**src/rtl/pattern_tx.sv**
```systemverilog
// Serial pattern transmitter: latches a pattern on start and shifts it out MSB first on w.
// Optional continuous resend is enabled with `define PATTERN_TX_REPEAT_EN; the port is named rpt since repeat is a reserved word.
module pattern_tx #(
  parameter int WIDTH = 8
) (
  input  logic                         clk,
  input  logic                         reset,
  input  logic                         start,
  input  logic [WIDTH-1:0]             pattern,
  input  logic [$clog2(WIDTH+1)-1:0]   len,
  input  logic                         rpt,
  output logic                         w,
  output logic                         valid,
  output logic                         busy,
  output logic                         done,
  output logic [1:0]                   State
);

  localparam int LW = $clog2(WIDTH+1);

  typedef enum logic [1:0] {
    IDLE    = 2'b00,
    SHIFT   = 2'b01,
    DONE    = 2'b10,
    ILLEGAL = 2'b11
  } state_t;

  state_t           state, state_n;
  logic [WIDTH-1:0] sr;
  logic [WIDTH-1:0] pat;
  logic [LW-1:0]    lenq;
  logic [LW-1:0]    cnt;
  logic [LW-1:0]    leff;
  logic [LW-1:0]    shamt;
  logic [WIDTH-1:0] aligned;
  logic             accept;
  logic             last;
  logic             rep_go;

`ifdef PATTERN_TX_REPEAT_EN
  assign rep_go = rpt;
`else
  logic unused_rpt;
  assign unused_rpt = rpt;
  assign rep_go     = 1'b0;
`endif

  assign leff   = (len > LW'(WIDTH)) ? LW'(WIDTH) : len;
  assign shamt  = LW'(WIDTH) - leff;
  // Left-justify the pattern so the bit to send is always sr[WIDTH-1].
  assign aligned = pattern << shamt;
  assign accept  = start && (len != '0);
  assign last    = (cnt == LW'(1));

  always_comb begin
    state_n = state;
    case (state)
      IDLE:    if (accept) state_n = SHIFT;
      SHIFT:   if (last) state_n = rep_go ? SHIFT : DONE;
      DONE:    state_n = IDLE;
      default: state_n = IDLE;
    endcase
  end

  always_ff @(posedge clk) begin
    if (reset) begin
      state <= IDLE;
      sr    <= '0;
      pat   <= '0;
      lenq  <= '0;
      cnt   <= '0;
    end else begin
      state <= state_n;
      case (state)
        IDLE: begin
          if (accept) begin
            sr   <= aligned;
            pat  <= aligned;
            lenq <= leff;
            cnt  <= leff;
          end
        end
        SHIFT: begin
          // A repeated pass reloads from the latched copy, not from the inputs.
          if (last && rep_go) begin
            sr  <= pat;
            cnt <= lenq;
          end else begin
            sr  <= sr << 1;
            cnt <= cnt - LW'(1);
          end
        end
        default: begin
          sr  <= sr;
          cnt <= cnt;
        end
      endcase
    end
  end

  assign valid = (state == SHIFT);
  assign w     = valid & sr[WIDTH-1];
  assign done  = (state == DONE);
  assign busy  = (state != IDLE);
  assign State = state;

endmodule

```
**config.mk**
```make
export PLATFORM = sky130hd
export DESIGN_NAME = pattern_tx
export DESIGN_NICKNAME = d
export VERILOG_FILES = /design/src/rtl/pattern_tx.sv
export SDC_FILE = /design/constraint.sdc
export NUM_CORES = 1
export LEC_CHECK = 0
export ABC_AREA = 1
export BUFFER_PORTS_ARGS = -buffer_cell sky130_fd_sc_hd__clkbuf_2
export CORE_UTILIZATION = 24
export DETAILED_ROUTE_END_ITERATION = 7
export SLEW_MARGIN = 20
export SYNTH_ARGS = -nofsm -noshare
export SYNTH_HDL_FRONTEND = slang
export SYNTH_SLANG_ARGS = --single-unit
```
**constraint.sdc**
```tcl
create_clock -name clk -period 4.6 [get_ports clk]
set_clock_uncertainty 0.1 [all_clocks]
set_input_delay 0.23 -clock clk [delete_from_list [all_inputs] [get_ports clk]]
set_output_delay 0.23 -clock clk [all_outputs]
set_load 0.03 [all_outputs]
```
Word-level counts from Yosys, hierarchy flattened --
Index checks and enable logic that the tools add are counted.
Storage, ports and cells: register bits after elaboration 14, input bits 16, output and inout bits 6, word-level logic and storage cells 28
Cells by class: add/subtract/negate cells 2, $lt $le $gt $ge 1, equal/unequal tests 5, shifts and indexed selects 1, multiplexer cells 8, bitwise operators 1, reductions and logical operators 7
Operators by type and width (count):
- $pmux 8 s2 | 1
- $mux 4 | 2
- $mux 8 | 1
- $pmux 4 s2 | 1
- $shl 8x4->8 | 1
- $eq 4x1->1 const B | 1
- $gt 4x4->1 const B | 1
- $mux 2 | 2
- $pmux 2 s2 | 1
- $reduce_and 2->1 | 2
- $reduce_bool 2->1 | 2
- $reduce_bool 4->1 | 1
- $sub 4x1->4 const B | 1
- $sub 4x4->4 const A | 1
- $eq 2x1->1 const B | 1
- $eq 2x2->1 const B | 1
- $logic_not 2->1 | 1
- $ne 2x1->1 const B | 1
- $ne 2x2->1 const B | 1
- $and 1x1->1 | 1
- $logic_and 1x1->1 | 1

Logic depth before layout (Yosys ltp) --
word-level depth 6, mapped depth 11, mapped depth without buffers 11

Least setup slack after synthesis --
OpenSTA, ideal clock, no wires.
path kind register -> output, start point reg state[0] (netlist: State[0]), end point out w, arrival time 1.404 ns, data required time 4.270 ns, slack 2.866 ns, cell stages (with the launch flop) 6, path buffers 1, path through dfxtp_1 -> inv_1 -> nor2_2 -> inv_1 -> buf_2 -> nor2_1
On the way: longest elaborated chain between the ends 2
RTL lines:
- start: declaration | line 28 | state_t state, state_n;
- start signal: assignment | line 73 | state <= state_n;
- $eq 2x1->1 | line 101 | assign valid = (state == SHIFT);
- $and 1x1->1 | line 102 | assign w = valid & sr[WIDTH-1];
- end: declaration | line 12 | output logic w,
No other way between the ends.

Worst setup path after layout --
Same ends and word-level chain as after synthesis.

==> results <==
- In this run the worst path has a maximum fanout of 13.
- The reg-to-reg setup timing slack is 2660 ps.
- Dividing the final minimum period by the clock period gives 0.461.
- For the worst setup path, the data required time is 4270 ps.
- The floorplan die height is 67.6 um.
- The clock network latency to the later pin of the worst-skew pair is 240 ps.
- The number of global-route vias before repair came to 954.
- The number of placement rows is 23.
- The part of the Yosys area used for sequential elements is 0.272.
- The number of nets in the layout is 213.
- The path with the worst hold slack has its endpoint at State[0].
- At the end of routability-driven placement, the weighted congestion stood at 0.810.
- The number of cells on the worst reg-to-reg path is 7.
- The fraction of synthesized cell area taken by the top area cell type is 0.272.
- Max-cap violations in this run came to 0.
- The arrival time of the worst setup path is 1790 ps.
- In this run, synthesis inferred 0 flip-flops with an integrated enable.
- The final layout contains routed wiring with a total length of 2340 um.
- The number of hold-slack violations in the final timing report is 0.
- Timing analysis after detailed placement gives a worst setup slack of 2550 ps.
- The most frequently used cell type in the post-synthesis netlist is nand2_1.
- The TritonCTS clock tree is yes.
- The overall die width is 67.6 um.
- Buffers added to address setup during post-CTS repair amount to 0.
- The final count of pins violating max slew is 0.
- In this run the mean area of a mapped cell was 5.97 um^2.
- For this run, the top clock speed supported by timing is 0.472 GHz.
- The run finished with clean final reports.
- The number of antenna diodes is 0.
- The aggregate global-route resource usage is 0.116.
- The most used flip-flop cell after synthesis is dfxtp_1.
- After synthesis, the largest family of logic cells by area is simple AND/OR/NAND/NOR gates.
- The netlist uses 23 different library cells.
- The count of nets left with antenna violations once routing finished came out at 0.
- The startpoint identified for the worst hold timing path is start.
- The worst register-to-register path begins at State[0].
- The number of antenna violations at the first check in global routing is 0.
- The synthesized netlist net count is 192.
- The count of cells resized by post-cts repair is 0.
- In the final routed layout, each cell accounts on average for 9.62 um.
- The synthesized area is 1030 um^2.
- The half-perimeter wire length after placement is 1860 um.
- The total power density per cell area is 312 nW/um^2.
- Ranked by total cell area, the synthesized netlist is headed by dfxtp_1, nand3_1, nand2_1.
- The pin count of the biggest net entering global routing is 14.
- The transition time at the pin with the least slew margin is 520 ps.
- Clock-pin slew was measured on the worst setup and hold paths at 60 ps.
- The layout has 453 filler cells.
- Of the total synthesized cell area, the portion taken by full adders, half adders and majority gates is 0.0364.
- The routed layout has 1091 vias.
- The worst register-to-register path ends at cnt[3].
- By startpoint and endpoint, the worst setup path is classified as flip-flop to output pin.
- Setup repair after global routing left no endpoint under its margin.
- dfxtp_1 takes more of the synthesized area than any other cell.
- The number of search-and-repair iterations in the first detailed-routing pass is 4.
- The type of destination of the critical path is an output pin.
- After synthesis the netlist holds a flip-flop and latch count of 14.
- The count of buffers inserted at the top-level ports is 20.
- The TritonCTS sink count is 14.
- The count of boundary I/O pins is 22.
- The nature of the critical path startpoint is a flip-flop.
- The standby leakage power is 0.000631 uW.
- The time the final worst path needs with I/O delays and setup is 2120 ps.
- Of the cells placed in the final design, the portion with a size suffix greater than 1 is 0.181.
- The die covers 4570 um^2.
- Of the total synthesized cell area, the portion taken by XOR and XNOR cells is 0.00848.
- The DRC violations left is 0.
- The worst hold path passes through 3 cells.
- The min-delay analysis places its worst path in the category primary input to flip-flop.
- The largest vdd supply drop is 125 uV.
- For this configuration, the core starts out at a cell density of 0.254.
- The commonest cells after synthesis are nand2_1, nand3_1, inv_1.
- Counting the buffers created by CTS gives 3.
- The core area is 4060 um^2.
- The area growth from synthesis to final layout is 18.7%.
- The share of synthesized registers carrying an async set or reset is 0.
- The mux share of post-synthesis cell area is 0.
- Setup total negative slack on the finished layout was measured at 0 ps.
- The worst relative slew slack is 0.653.
- The post-route worst setup slack is 2480 ps.
- The simple-gate share of the synthesized area is 0.441.
- The number of hold buffers added after cts is 0.
- The finished layout cell area is 1220 um^2.
- Summed over all layers, the global routing overflow is 0.
- CTS built an H-tree with a depth of 1.
- In this run the clock root is driven by a clkbuf_8.
- The count of mapped cells out of synthesis is 173.
- The placed instances occupy a cell area of 1170 um^2.
- The number of vias per cell is 4.49.
- The synthesized-area fraction occupied by ao, oa, aoi and oai cells came to 0.105.
- Setup violations remaining at the end of the flow were counted as 0.
- The longest clock path from root to sink contains 2 buffers.
- The global-route wire length before repair is 4000 um.
- In this run, the number of DRC markers left after iteration 0 of detailed routing was 33.
- Yosys printed 0 warnings.
-- how the worst max path moves through the flow --
stage	startpoint	to	slack, ps
floorplan	State[0]	w	2870
global placement	len[3]	sr[3]	2540
detailed placement	len[3]	sr[3]	2550
CTS	State[0]	w	2470
global route	State[0]	w	2310
finish	State[0]	w	2480
-- stage by stage --
stage / hold WS [ps] / utilization / cells / total power [uW]
after floorplan: 208 / - / 173 / 240
after global placement: 396 / 0.288 / 239 / 266
after detailed placement: 401 / 0.288 / 239 / 267
after CTS: 221 / 0.302 / 243 / 388
after global routing: 238 / 0.302 / 243 / 411
final: 220 / 0.302 / 243 / 383
-- cell type report --
| type | instances | area [um^2] | share of cell area |
|---|---|---|---|
| clock buffer | 4 | 55.1 | 0.0449 |
| timing repair buffer | 20 | 100 | 0.0817 |
| multi-input combinational | 124 | 611 | 0.498 |
| tap | 50 | 62.6 | 0.0511 |
| inverter | 31 | 116 | 0.0950 |
| sequential | 14 | 280 | 0.229 |
-- where the power goes --
part / internal, uW / leakage, uW / switching [uW]
clock network: 75.8 / 0.0000288 / 43.2
registers: 135 / 0.000115 / 7.98
logic: 42.1 / 0.000487 / 78.3
-- critical path: stages (launching register included) --
cell and delay (ps):
dfxtp_1 370, inv_1 60, nor2_2 410, inv_1 330
nor2_1 160, clkbuf_2 220
-- layer usage --
layer,share of wire,up-vias,track usage
met5,0,-,0
met4,0.0030,0,0.0160
met3,0.038,2,0.0405
met2,0.50,13,0.202
met1,0.46,480,0.137
li1,-,596,-
-- cell families (layout without fill, tap and decap cells) --
logic type                 after synthesis  in the layout
buffers and inverters                   35             55
adders and majority gates                3              3
xor gates and xnor gates                 1              1
and+or+nand+nor                         99             99
DFF                                     14             14
AOI/OAI and AO/OA                       21             21
-- placed cells by master (no fill, tap or decap) --
cell type	instances
ha_1	3
nand4_1	2
nor2_1	10
clkbuf_2	20
o21ai_0	6
nand3_4	1
nand3_1	37
a21oi_1	12
a211oi_1	1
clkbuf_8	4
xor2_1	1
inv_1	27
inv_2	3
or2_2	1
a31oi_1	1
nand2_1	41
nand2_2	4
nor3_1	1
clkinv_1	1
dfxtp_1	14
o21ai_1	1
nor2_2	2
-- sequential cells by signal, indices dropped and copies added (netlist names) --
name and count:
sr 8, State 2, cnt 4
No activity file was read; power rests on OpenSTA's default activity.
